**src/rtl/ni_req_packetizer.sv**
```systemverilog
// Request-side NI packetizer: one write request becomes a head flit, body flits and a tail flit.
// Optional tail checksum is enabled with `define NI_TAIL_CHECKSUM_EN.

package ni_pkg;
    localparam int unsigned DATA_WIDTH  = 32;
    localparam int unsigned CHUNK_WIDTH = 14;

    function automatic int unsigned calc_num_flits(input int unsigned width);
        return (width + CHUNK_WIDTH - 1) / CHUNK_WIDTH;
    endfunction

    typedef struct packed {
        logic [2:0] number_of_flits;
        logic [1:0] flag_bits;
        logic [2:0] mode_bits;
        logic [3:0] destination_addr;
        logic [3:0] source_addr;
    } head_flit_s;

    typedef struct packed {
        logic [14:0] data_bits;
        logic        flit_identifier;
    } body_flit_s;

    typedef struct packed {
        logic [14:0] data_bits;
        logic        flit_identifier;
    } tail_flit_s;
endpackage

module ni_req_packetizer #(
    parameter int unsigned DATA_WIDTH = ni_pkg::DATA_WIDTH,
    parameter logic [3:0]  NODE_ADDR  = 4'h0
) (
    input  logic                  clk,
    input  logic                  rst,
    input  logic                  req_valid,
    output logic                  req_ready,
    input  logic [DATA_WIDTH-1:0] req_data,
    input  logic [3:0]            req_dest,
    input  logic [2:0]            req_mode,
    input  logic [1:0]            req_flags,
    output logic [15:0]           flit_out,
    output logic                  flit_valid,
    input  logic                  flit_ready,
    output logic                  busy
);
    localparam int unsigned NUM_BODY_FLITS = ni_pkg::calc_num_flits(DATA_WIDTH);
    localparam int unsigned PAD_W          = NUM_BODY_FLITS * ni_pkg::CHUNK_WIDTH;
    localparam int unsigned CNT_W          = (NUM_BODY_FLITS > 1) ? $clog2(NUM_BODY_FLITS) : 1;
    localparam logic [CNT_W-1:0] LAST_CNT  = CNT_W'(NUM_BODY_FLITS - 1);

    if (NUM_BODY_FLITS + 2 > 7) begin : g_flit_count_check
        $error("ni_req_packetizer: NUM_BODY_FLITS+2 does not fit number_of_flits");
    end

    typedef enum logic [1:0] {IDLE, HEAD, BODY, TAIL} state_t;

    state_t           state, state_next;
    logic [CNT_W-1:0] cnt, cnt_next;
    logic [PAD_W-1:0] data_q;
    logic [3:0]       dest_q;
    logic [2:0]       mode_q;
    logic [1:0]       flags_q;
    logic [14:0]      tail_bits;
    logic [13:0]      chunk [NUM_BODY_FLITS];
    logic             accept;
    logic             xfer;

    ni_pkg::head_flit_s head_flit;
    ni_pkg::body_flit_s body_flit;
    ni_pkg::tail_flit_s tail_flit;

    assign accept    = req_valid && (state == IDLE);
    assign xfer      = flit_valid && flit_ready;
    assign req_ready = (state == IDLE) && !rst;
    assign busy      = (state != IDLE);

    always_comb begin
        for (int unsigned i = 0; i < NUM_BODY_FLITS; i++) begin
            chunk[i] = data_q[i*ni_pkg::CHUNK_WIDTH +: ni_pkg::CHUNK_WIDTH];
        end
    end

`ifdef NI_TAIL_CHECKSUM_EN
    logic [PAD_W-1:0] req_pad;
    logic [14:0]      csum_in, csum_q;

    // Checksum is folded from the live request so it is ready alongside the captured payload.
    always_comb begin
        req_pad = PAD_W'(req_data);
        csum_in = '0;
        for (int unsigned i = 0; i < NUM_BODY_FLITS; i++) begin
            csum_in = csum_in ^ {1'b0, req_pad[i*ni_pkg::CHUNK_WIDTH +: ni_pkg::CHUNK_WIDTH]};
        end
    end

    always_ff @(posedge clk or posedge rst) begin
        if (rst) begin
            csum_q <= '0;
        end else if (accept) begin
            csum_q <= csum_in;
        end
    end

    assign tail_bits = csum_q;
`else
    assign tail_bits = '0;
`endif

    always_comb begin
        state_next = state;
        cnt_next   = cnt;
        flit_out   = '0;

        head_flit.number_of_flits  = 3'(NUM_BODY_FLITS + 2);
        head_flit.flag_bits        = flags_q;
        head_flit.mode_bits        = mode_q;
        head_flit.destination_addr = dest_q;
        head_flit.source_addr      = NODE_ADDR;

        body_flit.data_bits        = {1'b0, chunk[cnt]};
        body_flit.flit_identifier  = 1'b0;

        tail_flit.data_bits        = tail_bits;
        tail_flit.flit_identifier  = 1'b1;

        case (state)
            IDLE: begin
                if (req_valid) state_next = HEAD;
            end
            HEAD: begin
                flit_out = head_flit;
                if (xfer) begin
                    state_next = BODY;
                    cnt_next   = '0;
                end
            end
            BODY: begin
                flit_out = body_flit;
                if (xfer) begin
                    if (cnt == LAST_CNT) state_next = TAIL;
                    else                 cnt_next   = cnt + 1'b1;
                end
            end
            TAIL: begin
                flit_out = tail_flit;
                if (xfer) state_next = IDLE;
            end
            default: state_next = IDLE;
        endcase
    end

    always_ff @(posedge clk or posedge rst) begin
        if (rst) begin
            state      <= IDLE;
            cnt        <= '0;
            flit_valid <= 1'b0;
            data_q     <= '0;
            dest_q     <= '0;
            mode_q     <= '0;
            flags_q    <= '0;
        end else begin
            state      <= state_next;
            cnt        <= cnt_next;
            flit_valid <= (state_next != IDLE);
            if (accept) begin
                data_q  <= PAD_W'(req_data);
                dest_q  <= req_dest;
                mode_q  <= req_mode;
                flags_q <= req_flags;
            end
        end
    end
endmodule

```
**config.mk**
```make
export PLATFORM = sky130hd
export DESIGN_NAME = ni_req_packetizer
export DESIGN_NICKNAME = d
export VERILOG_FILES = /design/src/rtl/ni_req_packetizer.sv
export SDC_FILE = /design/constraint.sdc
export NUM_CORES = 1
export LEC_CHECK = 0
export CORE_ASPECT_RATIO = 1.1
export CORE_UTILIZATION = 46
export CTS_BUF_LIST = sky130_fd_sc_hd__clkbuf_16
export CTS_CLUSTER_DIAMETER = 80
export DETAILED_ROUTE_END_ITERATION = 12
export GPL_TIMING_DRIVEN = 0
export PLACE_DENSITY = 0.78
export RECOVER_POWER = 100
export SYNTH_ARGS = -nofsm -noshare
export SYNTH_HDL_FRONTEND = slang
export SYNTH_SLANG_ARGS = --single-unit
```
**constraint.sdc**
```tcl
create_clock -name clk -period 2.35 [get_ports clk]
set_input_delay 0.3525 -clock clk [delete_from_list [all_inputs] [get_ports clk]]
set_output_delay 0.3525 -clock clk [all_outputs]
set_load 0.03 [all_outputs]
```
Yosys cells after proc, flatten, opt, wreduce, memory -nomap -nowiden
Cells that the tools add are included.
W data, S select, Z words.
- input port bits: 45
- register bits: 46
- logic and storage cells: 40
- output and inout port bits: 19
- $lt $le $gt $ge: 1
- add/sub/neg operators: 1
- multiplexer cells: 14
- reduce and logical (&&, ||, !) cells: 9
- equal/unequal tests: 7
- bitwise operators: 1
- operators with widths (kind ; number):
    $pmux W16 S3 ; 1
    $bmux W14 S2 ; 1
    $mux W14 ; 2
    $mux W2 ; 8
    $pmux W2 S4 ; 1
    $eq A2 B2 Y1 const B ; 3
    $ne A2 B2 Y1 const B ; 3
    $reduce_bool A2 Y1 ; 3
    $pmux W2 S2 ; 1
    $reduce_and A4 Y1 ; 1
    $ge A3 B3 Y1 const B ; 1
    $logic_and A1 B1 Y1 ; 3
    $not A2 Y3 ; 1
    $add A2 B1 Y2 const B ; 1
    $eq A2 B1 Y1 const B ; 1
    $logic_not A2 Y1 ; 1
    $logic_not A1 Y1 ; 1

Logic depth before layout (Yosys ltp)
Gate-level depths: netlist of run 1.
- word-level depth: 5
- gate-level depth with buffers: 6

Least setup slack after synthesis of run 1
Ideal clock, no wire load.
- kind: flip-flop to output port
- from: reg cnt[1]
- to: out flit_out[11]
- setup slack: 0.247 ns
- cell stages (with the launch flop): 5
- buffers on the path: 2
- data arrival time: 1.751 ns
- cells stage by stage: dfrtp_1 > buf_2 > or3b_4 > buf_6 > o21ai_0
- word-level cells in the longest chain between the ends: 5
- ends and longest elaborated chain (what ; RTL line ; source):
    from (decl) ; 60 ; logic [CNT_W-1:0] cnt, cnt_next;
    from (signal assigned) ; 165 ; cnt <= cnt_next;
    $not A2 Y3 (implied by the code) ; 122 ; body_flit.data_bits = {1'b0, chunk[cnt]};
    $bmux W14 S2 ; 122 ;
    $mux W14 (implied by the code) (2 in series) ; 122 ;
    $pmux W16 S3 ; 128 ; case (state)
    to (decl) ; 43 ; output logic [15:0] flit_out,
Every way passes these cells. The select of a mux whose other input is x is not followed.

Worst setup path after layout of run 1
- from: reg cnt[1]
- to: out flit_out[14]
The elaborated chain is that of the path after synthesis.

==> reports/summary.md, run 1 <==
The run finished with clean final reports. The tools report the worst slew margin relative to its limit as 0.452. The clock transition at the register clock pins on the worst setup and hold paths after CTS came out at 0.06 ns. Counting every net in the synthesized netlist gives 219. Buffers inserted during clock tree synthesis total 5. The maximum fanout along the worst path was 10; the number of warnings printed during yosys synthesis was 0. The fraction of registers with async set/reset is 1.00. The number of resized instances in the post-cts repair step is 25. The logs give 0.211 for the combined global-route utilization of all metal layers and 0 for the final antenna-violating net count. The wire length on met1 is 2.00 mm. The tools report the total overflow reported by the global router as 0.

The critical path goes through buf_2 > or3b_4 > buf_6 > nor2_1 > dlygate4sd2_1. In this run the tool buffered the top-level ports with 63 buffer cells. Leaving out filler cells and counting taps, the final layout contains 297. The later pin in the worst-skew pair is clocked with a latency of 0.28 ns. The region available for standard cell placement spans 0.00444 mm2. Detailed placement finished with a half-perimeter wire length of 3.48 mm. From bottom edge to top edge, the die measures 74.4 um. The wire length after detailed routing is 4.69 mm, and the instance count of the mapped netlist is 173. The violation count after the first detailed-routing iteration was 108. Buffers added to address setup during post-CTS repair amount to 0. The count of endpoints failing setup in the final report was 0; the maximum number of buffers from clock root to sink was 2. The run gives 0.00629 ns as the clock skew after layout.

The number of optimization iterations in the first detailed-route pass was 4; the fraction of layout cells with a size suffix above 1 was 0.276. The tools report the final core utilization as 0.663. The count of unique library cells instantiated by Yosys is 30. The run gives 0 as the final-report max-slew violation count. Minimum period implied by the final worst setup slack: 2.26 ns. The run gives 0 as the number of hold buffers added after cts. From synthesis to final layout, the design area changed by 34.2%. The tools report the number of fillers in the final layout as 361. In the final layout, flip-flops and latches occupy 0.00115 mm2. From left edge to right edge, the die measures 67.8 um. Timing would allow up to 442 MHz. Maximum number of pins on one net before global-route repair: 35. The number of failing hold endpoints at the final stage came out at 0.

Worst min-delay path class: flip-flop to flip-flop. Counting flops with a built-in enable in the synthesized netlist gives 0. After synthesis the cells add up to 0.00219 mm2. Including well taps, the total number of placed cells is 291. The number of levels in the clock H-tree was 2. For this run, design rule violations remaining after detail routing come to 0. The met2 wire length came out at 2.49 mm. During I/O placement, the number of pins put on the boundary was 64. The diode insertion count for antenna repair was 0. Among all stages on the critical path, the largest delay is contributed by sky130_fd_sc_hd__or3b_4. The part of the Yosys area used for sequential elements is 0.525.

At the pin with the least slew margin, the transition time is 0.822 ns. The power density normalized to cell area works out to 1380 mW/mm2. At the end of the flow, the number of nets in the layout was 289. The run gives 7.74 mm as the first-pass GRT wire length. The final cycle utilization of the critical path is 0.963.

After synthesis the netlist holds a flip-flop and latch count of 46. The run gives 169 um as the length of routed met3 wiring. Counting every sink on the clock net gives 46.

In this run the static leakage power is 1.30 nW. Top routing layer in use: met4. For this run, the leading register cell type out of synthesis is sky130_fd_sc_hd__dfrtp_1. The sort of element at the end of the critical path was a primary output.

Max-cap violations in this run came to 0. TritonCTS built the clock tree. The data required time at the worst endpoint is 2.00 ns, and the routed via count divided by cell count is 5.22.

On the worst path, the slowest cell contributes a delay of 0.41 ns. The run gives 1,639 as the number of global-route vias before repair. Summing all multi-input logic gate instances after layout gives 930 um2. Row generation in the floorplan step produced 25 rows.

Via count: 1,549. In this run the mean area of a mapped cell was 12.7 um2. The cell at the root of the clock tree was sky130_fd_sc_hd__clkbuf_16.

The kind of launch point of the worst setup path is a flip-flop. The average wire length per cell after detail routing is 15.8 um. The congestion estimate from routability-driven global placement came to 0.791.

Critical setup path kind: flip-flop to primary output. The floorplan step defined a die boundary enclosing 0.00505 mm2. The initial antenna violation count was 0. For the worst setup path, the data arrival time is 1.91 ns. Across the VDD grid, the largest voltage drop is 0.722 mV. The run gives 0.494 as the starting density of the core.

Setup repair after global routing left no endpoint under its margin.
## per-stage QoR
| stage | setup slack [ns] | cell area [um2] | hold slack (ns) | TNS, ns | total power, mW |
|---|---|---|---|---|---|
| 6_report | 0.0863 | 2940 | 0.503 | 0 | 4.07 |
| 5_1_grt | 0.0139 | 2940 | 0.520 | 0 | 4.37 |
| 4_1_cts | 0.00165 | 3040 | 0.376 | 0 | 4.23 |
| 3_5_place_dp | -0.0250 | 2910 | 0.494 | -0.0643 | 3.65 |
| 3_3_place_gp | -0.0611 | 2890 | 0.488 | -2.76 | 3.59 |
| 2_1_floorplan | 0.247 | 2190 | 0.480 | 0 | 2.93 |
## area by class of cell
type                       instances  area share
sequential                        46       0.391
multi-input combinational        111       0.316
timing repair buffer              64       0.197
clock buffer                       5      0.0425
buffer                            11      0.0230
tap                               54      0.0230
inverter                           4     0.00510
clock inverter                     2     0.00255
## cell usage after synthesis, types with 3 or more instances
master | number | share of area
sky130_fd_sc_hd__a2bb2oi_1 | 4 | 0.016
sky130_fd_sc_hd__buf_6 | 6 | 0.031
sky130_fd_sc_hd__o22ai_1 | 3 | 0.0086
sky130_fd_sc_hd__inv_1 | 4 | 0.0068
sky130_fd_sc_hd__mux2i_1 | 14 | 0.064
sky130_fd_sc_hd__nor2_1 | 5 | 0.0086
sky130_fd_sc_hd__dfrtp_1 | 46 | 0.52
sky130_fd_sc_hd__mux2_2 | 41 | 0.21
sky130_fd_sc_hd__and2_1 | 6 | 0.017
sky130_fd_sc_hd__o21ai_0 | 6 | 0.014
sky130_fd_sc_hd__nand2_1 | 13 | 0.022
sky130_fd_sc_hd__buf_2 | 4 | 0.0091
## logic make-up after synthesis
logic type,count (synthesis),synth area share
muxes,55,0.274
AOI/OAI and AO/OA,21,0.0656
adders and majority gates,1,0.00570
buffers and inverters,16,0.0502
xor gates and xnor gates,1,0.00399
and+or+nand+nor,33,0.0753
DFF,46,0.525
## where the power goes
part / total [mW] / internal, mW / switching [mW]
clock: 0.637 / 0.380 / 0.257
sequential: 1.40 / 1.20 / 0.195
combinational: 2.04 / 0.961 / 1.08
total: 4.07 / 2.54 / 1.53
## critical path, delay by kind of cell (launching register included)
kind          cells  cell delay [ns]
simple gates      2             0.52
buf+inv           3             0.73
flops             1             0.38
## placed cells by master, fill, tap and decap left out, types with 3 or more instances in the layout
cell and n:
sky130_fd_sc_hd__a2bb2oi_1 4, sky130_fd_sc_hd__and2_0 3, sky130_fd_sc_hd__and2_1 3, sky130_fd_sc_hd__clkbuf_1 4, sky130_fd_sc_hd__clkbuf_16 5, sky130_fd_sc_hd__clkbuf_2 13
sky130_fd_sc_hd__clkdlybuf4s50_1 44, sky130_fd_sc_hd__dfrtp_1 46, sky130_fd_sc_hd__dlygate4sd2_1 4, sky130_fd_sc_hd__dlygate4sd3_1 4, sky130_fd_sc_hd__inv_1 6, sky130_fd_sc_hd__mux2_2 41
sky130_fd_sc_hd__mux2i_1 14, sky130_fd_sc_hd__nand2_1 13, sky130_fd_sc_hd__nor2_1 6, sky130_fd_sc_hd__o21ai_0 6, sky130_fd_sc_hd__o22ai_1 3
## worst paths after layout
check / startpoint / to / slack, ns / depth (start not counted)
max in group asynchronous: rst / dest_q[3]$_DFFE_PP0P_ / 0.62 / 3
worst min register to register: data_q[11]$_DFFE_PP0P_ / data_q[11]$_DFFE_PP0P_ / 0.50 / 1
min in group asynchronous: rst / state[1]$_DFF_PP0_ / 0.56 / 2
worst min-delay path: data_q[11]$_DFFE_PP0P_ / data_q[11]$_DFFE_PP0P_ / 0.50 / 1
worst max register to register: cnt[0]$_DFFE_PP0P_ / cnt[1]$_DFFE_PP0P_ / 0.33 / 6
worst max-delay path: cnt[1]$_DFFE_PP0P_ / flit_out[14] / 0.09 / 5
## routing by layer
layer,global-route usage,vias up
li1,-,749
met1,0.276,763
met2,0.354,35
met3,0.0460,2
met4,0.0556,0
met5,0,-
## registers in the layout (all words and copies together) (netlist names)
register and cells:
flit_valid 1, dest_q 4, mode_q 3, state 2, data_q 32, flags_q 2, cnt 2
No activity file was read; power rests on OpenSTA's default activity.
==> run 2: changes to the inputs <==
--- a/config.mk
+++ b/config.mk
@@ -6,12 +6,12 @@
 export NUM_CORES = 1
 export LEC_CHECK = 0
 export CORE_ASPECT_RATIO = 1.1
-export CORE_UTILIZATION = 46
+export CORE_UTILIZATION = 47
 export CTS_BUF_LIST = sky130_fd_sc_hd__clkbuf_16
 export CTS_CLUSTER_DIAMETER = 80
 export DETAILED_ROUTE_END_ITERATION = 12
 export GPL_TIMING_DRIVEN = 0
-export PLACE_DENSITY = 0.78
+export PLACE_DENSITY = 0.88
 export RECOVER_POWER = 100
 export SYNTH_ARGS = -nofsm -noshare
 export SYNTH_HDL_FRONTEND = slang
==> reports/summary.md, run 2 (synthesis gave the netlist of run 1 again) <==
The register with the most flip-flops in the layout has 32 of them. Max-cap violations in this run came to 0. Detailed placement finished with a half-perimeter wire length of 3.33 mm. The number of buffer cells added on primary ports is 63, and the number of optimization iterations in the first detailed-route pass is 4. The final-report max-slew violation count is 0, and the diode insertion count for antenna repair is 0.

Setup repair after global routing left no endpoint under its margin. Hold timing on the final database bottoms out at a slack of 0.507 ns. The met1 track demand over resource is 0.262, and the met3 capacity usage during global routing is 0.0559.

STA puts the critical path data arrival time at 1.92 ns. The sequential cells in the finished layout cover a total of 0.00115 mm2. In this run the clock root is driven by a sky130_fd_sc_hd__clkbuf_16. After detailed routing, the number of remaining DRC violations is 0. The first global-routing pass estimated 7.63 mm of wire. The largest registers in the layout are data_q (32), dest_q (4), mode_q (3). Hold repair after CTS inserted 0 buffers. The min-delay analysis places its worst path in the category flip-flop to flip-flop.

Fill cells in the final layout number 357. The number of global-route vias before repair came out at 1,647. The critical setup path kind was flip-flop to primary output.

Clock skew after layout: 0.00759 ns. Summing all multi-input logic gate instances after layout gives 932 um2. Of all nets on the critical path, the largest fanout is 10. After global routing the overflow that remains totals 0. Count of endpoints failing setup in the final report: 0. The number of clock buffers added by TritonCTS is 5. The library cells used most frequently in the layout, excluding fill and tap cells, are sky130_fd_sc_hd__dfrtp_1 (46), sky130_fd_sc_hd__clkdlybuf4s50_1 (44), sky130_fd_sc_hd__mux2_2 (41), sky130_fd_sc_hd__mux2i_1 (14), sky130_fd_sc_hd__nand2_1 (13). The worst path needs 2.28 ns of the cycle, external delays included.

TritonCTS built the clock tree. Fraction of layout cells with a size suffix above 1: 0.283. Initial antenna violation count: 0. The worst setup path is captured at a primary output.

Leaving out fill and tap cells, the most frequent cell in the layout is sky130_fd_sc_hd__dfrtp_1. The number of levels in the clock H-tree was 2; the total die area was 0.00494 mm2. The data required time at the worst endpoint is 2.00 ns, and the worst slew margin relative to its limit is 0.520.

The routed via count divided by cell count is 5.32, and the total design power is 4.14 mW. The tools report the final estimated routing congestion in global placement as 0.830. The kind of launch point of the worst setup path was a flip-flop. The flow ran to the end, and the final reports show no timing, DRC or antenna violations. The number of standard-cell rows in the floorplan was 25. In this run the remaining antenna-violating nets after routing total 0. The total area inside the core boundary comes to 0.00438 mm2. Combined global-route utilization of all metal layers: 0.218.

The number of failing hold endpoints at the final stage was 0; the maximum number of buffers from clock root to sink was 2. The clock drives 46 sinks. Wires add up to 4.69 mm.

Based on the critical path, the design can be clocked at up to 439 MHz. For this design the top-level I/O count stands at 64. The floorplan step set the die width to 67.1 um.

The total negative slack for setup checks came out at 0 ns. Summed over all cells, the static leakage comes to 1.31 nW. The tools report the final design instance area without fill as 0.00296 mm2.

Dividing the detail-routed wire length by the instance count gives 15.7 um. For the via count, the log shows 1,584. Clock latency on the worst-skew pair, taken at its later pin, is 0.29 ns.

The starting density of the core is 0.501. The met2 capacity usage during global routing came out at 0.377. Register with the highest flop count: data_q. For this design the ratio of total power to cell area is 1400 mW/mm2.

The final cycle utilization of the critical path was 0.969. Maximum VDD drop: 0.852 mV. The final core utilization is 0.675, and the maximum number of pins on one net before global-route repair is 31. The violation count after the first detailed-routing iteration was 37.

In the final design database the tool counted 289 nets. The transition time at the pin with the least slew margin works out to 0.719 ns. The area growth from synthesis to layout is 34.9%. The die height was 73.6 um.

The layer flagged by global routing as most heavily used is met2. The clock transition at the register clock pins on the worst setup and hold paths after CTS is 0.07 ns. Once placement finished, the instance area stood at 0.00291 mm2.
[run 2: final cells by class]
class                   count  share of cell area
inverters                   4             0.00508
flip-flops and latches     46               0.389
clock inverters             3             0.00719
repair buffers             64               0.197
clock buffers               5              0.0423
plain buffers              11              0.0212
well taps                  54              0.0228
multi-input cells         111               0.315
[run 2: through the flow]
step	worst slack [ns]	cells
after floorplan	0.247	173
after global placement	-0.0533	290
after detailed placement	-0.0378	291
after CTS	0.000832	299
after global routing	0.00266	298
final	0.0725	298
[run 2: worst paths after layout]
path                       slack, ns                      to             startpoint  cells past startpoint
setup / recovery                0.07            flit_out[14]     cnt[1]$_DFFE_PP0P_                      5
hold / removal                  0.51   data_q[1]$_DFFE_PP0P_  data_q[1]$_DFFE_PP0P_                      1
setup reg to reg                0.29  flags_q[1]$_DFFE_PP0P_     state[0]$_DFF_PP0_                      5
hold reg to reg                 0.51   data_q[1]$_DFFE_PP0P_  data_q[1]$_DFFE_PP0P_                      1
max in group asynchronous       0.62   data_q[6]$_DFFE_PP0P_                    rst                      3
min in group asynchronous       0.62   data_q[0]$_DFFE_PP0P_                    rst                      2
[run 2: layer usage]
metal	part of all wire	up-vias	wire (um)
met4	0.016	0	74
met2	0.52	44	2430
met5	0	-	0
li1	-	747	-
met1	0.42	785	1970
met3	0.047	8	219
[run 2: report_power, final]
group / total (mW) / internal, mW / switching, mW
combinational: 2.04 / 0.959 / 1.08
clock: 0.694 / 0.394 / 0.300
sequential: 1.41 / 1.20 / 0.206
total: 4.14 / 2.55 / 1.59
[run 2: timing repair]
item                       4_1_cts  5_1_grt
gates resized for setup         30       19
setup endpoints to repair       15       11
buffers inserted                 0        0
[run 2: worst max-delay path, cell delays in order (launching register included)]
cell and delay (ns):
sky130_fd_sc_hd__dfrtp_1 0.39, sky130_fd_sc_hd__buf_2 0.18, sky130_fd_sc_hd__or3b_4 0.41, sky130_fd_sc_hd__buf_6 0.15, sky130_fd_sc_hd__nor2_1 0.10, sky130_fd_sc_hd__dlygate4sd2_1 0.40
==> run 3: changes to the inputs <==
--- a/config.mk
+++ b/config.mk
@@ -13,6 +13,7 @@
 export GPL_TIMING_DRIVEN = 0
 export PLACE_DENSITY = 0.88
 export RECOVER_POWER = 100
+export SKIP_CTS_REPAIR_TIMING = 1
 export SYNTH_ARGS = -nofsm -noshare
 export SYNTH_HDL_FRONTEND = slang
 export SYNTH_SLANG_ARGS = --single-unit
==> reports/summary.md, run 3 (synthesis gave the netlist of run 1 again) <==
The critical path is of the flip-flop to primary output type. In this run the most used layer during global routing was met2. The worst reg-to-reg setup slack came out at 0.29 ns.

The number of failing hold endpoints at the final stage is 0. The cell family with the largest share of critical-path delay was buffers and inverters. The met1 track demand over resource came out at 0.262. Traced cell by cell, the critical path runs through buf_2 > or3b_4 > buf_6 > a2bb2oi_1 > nor2_1 > dlymetal6s2s_1.

The final-report max-slew violation count was 0. Of all nets on the critical path, the largest fanout is 10. Summing over every cut layer, the via total after detailed routing is 1,574.

TritonCTS built the clock tree. Leaving out fill and tap cells, the most frequent cell in the layout is sky130_fd_sc_hd__dfrtp_1. In this run the tool buffered the top-level ports with 63 buffer cells. The sum of buffers and inverters on the critical path came out at 3. The worst stage delay on the critical path was 0.41 ns; the total overflow reported by the global router was 0. The number of flip-flops under the largest register name was 32; the wire length after detailed routing was 4.69 mm. The starting density of the core is 0.501. Setup violations remaining at the end of the flow were counted as 0. The die height is 73.6 um.

The average wire length per cell after detail routing was 15.7 um. Setup repair after global routing left no endpoint under its margin. The total of max-cap violations was 0; the met2 capacity usage during global routing was 0.376. Based on the critical path, the design can be clocked at up to 436 MHz.

The pre-CTS setup slack was -0.0378 ns. The H-tree was split into 2 levels. Number of standard-cell rows in the floorplan: 25. The number of optimization iterations in the first detailed-route pass was 4; the final worst hold slack was 0.508 ns. Clock latency on the worst-skew pair, taken at its later pin, is 0.29 ns. The power density normalized to cell area came out at 1400 mW/mm2.

The worst setup path is launched from a flip-flop. data_q holds more flip-flops than any other register. The first-pass GRT wire length was 7.62 mm. The logs give 289 for the post-layout net count and 0 for the diode insertion count for antenna repair. The tools report the clock skew after layout as 0.00839 ns. Maximum VDD drop: 0.816 mV.

The worst path meets setup with 0.0558 ns of slack. Data on the critical path is required at its endpoint by 2.00 ns. The horizontal die dimension was 67.1 um. The run gives 0.0559 as the met3 capacity usage during global routing.

The HPWL after detailed placement is 3.33 mm, and the clock buffer count from CTS is 5. For the pin with the worst max-slew slack, the measured transition is 0.715 ns. For this block, the initial DRC count from the detailed router was 40.

Entering global routing, the biggest net connects 31 pins. For the worst slew margin relative to its limit, the log shows 0.523. In this run the remaining antenna-violating nets after routing total 0. The minimum period implied by the final worst setup slack works out to 2.29 ns. CTS placed an instance of sky130_fd_sc_hd__clkbuf_16 at the clock tree root. For the clock sink total, the log shows 46.

The run finished with clean final reports. The tools report the leakage power total as 1.36 nW. The top cell types in the final layout, fill and taps aside, are sky130_fd_sc_hd__dfrtp_1 (46), sky130_fd_sc_hd__clkdlybuf4s50_1 (44), sky130_fd_sc_hd__mux2_2 (41), sky130_fd_sc_hd__mux2i_1 (14), sky130_fd_sc_hd__nand2_1 (13). The worst setup path is captured at a primary output. The slowest stage of the critical path belongs to the cell sky130_fd_sc_hd__or3b_4. The maximum number of buffers from clock root to sink was 2.

At the worst endpoint, the arrival time is 1.94 ns. The die covers 0.00494 mm2. The final estimated routing congestion in global placement is 0.830.

For this run, design rule violations remaining after detail routing come to 0. The total area inside the core boundary comes to 0.00438 mm2. The final cycle utilization of the critical path was 0.976. The tools report the combined global-route utilization of all metal layers as 0.218. Dividing the detail-routed via count by the number of cells gives 5.28.

During I/O placement, the number of pins put on the boundary was 64. The number of global-route vias before repair was 1,641; the initial antenna violation count was 0. The post-synthesis to final-layout area growth works out to 35.8%. The clock transition at the register clock pins on the worst setup and hold paths after CTS was 0.07 ns.

The worst hold path belongs to the class flip-flop to flip-flop. In the final layout, the registers with the most flip-flops are data_q (32), dest_q (4), mode_q (3). The fraction of layout cells with a size suffix above 1 works out to 0.258.
-- run 3: power by group --
group | total (mW) | internal [mW] | leakage, nW | switching (mW)
clock | 0.691 | 0.393 | 0.0698 | 0.297
combinational | 2.07 | 0.988 | 0.744 | 1.08
sequential | 1.41 | 1.20 | 0.544 | 0.208
-- run 3: metal layers --
| layer | vias up | share of wire |
|---|---|---|
| met1 | 776 | 0.41 |
| met3 | 9 | 0.047 |
| met5 | - | 0 |
| met2 | 42 | 0.52 |
| met4 | 0 | 0.016 |
| li1 | 747 | - |
-- run 3: area by class of cell --
| class | count | area, um2 |
|---|---|---|
| plain buffers | 11 | 62.6 |
| clock buffers | 5 | 125 |
| clock inverters | 3 | 21.3 |
| fillers | 349 | 1400 |
| inverters | 4 | 15.0 |
| multi-input cells | 111 | 932 |
| flip-flops and latches | 46 | 1150 |
| well taps | 54 | 67.6 |
| repair buffers | 64 | 604 |
-- run 3: stage by stage --
| step | setup TNS (ns) | util | cells | cell area (um2) | total power, mW |
|---|---|---|---|---|---|
| global route | 0 | 0.680 | 298 | 2980 | 4.45 |
| floorplan | 0 | - | 173 | 2190 | 2.93 |
| global placement | -0.128 | 0.660 | 290 | 2890 | 3.58 |
| finish | 0 | 0.680 | 298 | 2980 | 4.17 |
| CTS | -3.73 | 0.698 | 299 | 3060 | 4.36 |
| detailed placement | -0.0949 | 0.665 | 291 | 2910 | 3.65 |
-- run 3: final timing paths --
check                                 startpoint                endpoint  cells past startpoint
min reg2reg                data_q[1]$_DFFE_PP0P_   data_q[1]$_DFFE_PP0P_                      1
max reg2reg                   state[0]$_DFF_PP0_  flags_q[1]$_DFFE_PP0P_                      5
max in group asynchronous                    rst   data_q[6]$_DFFE_PP0P_                      3
max                           cnt[1]$_DFFE_PP0P_             flit_out[7]                      6
min                        data_q[1]$_DFFE_PP0P_   data_q[1]$_DFFE_PP0P_                      1
min in group asynchronous                    rst   data_q[0]$_DFFE_PP0P_                      2
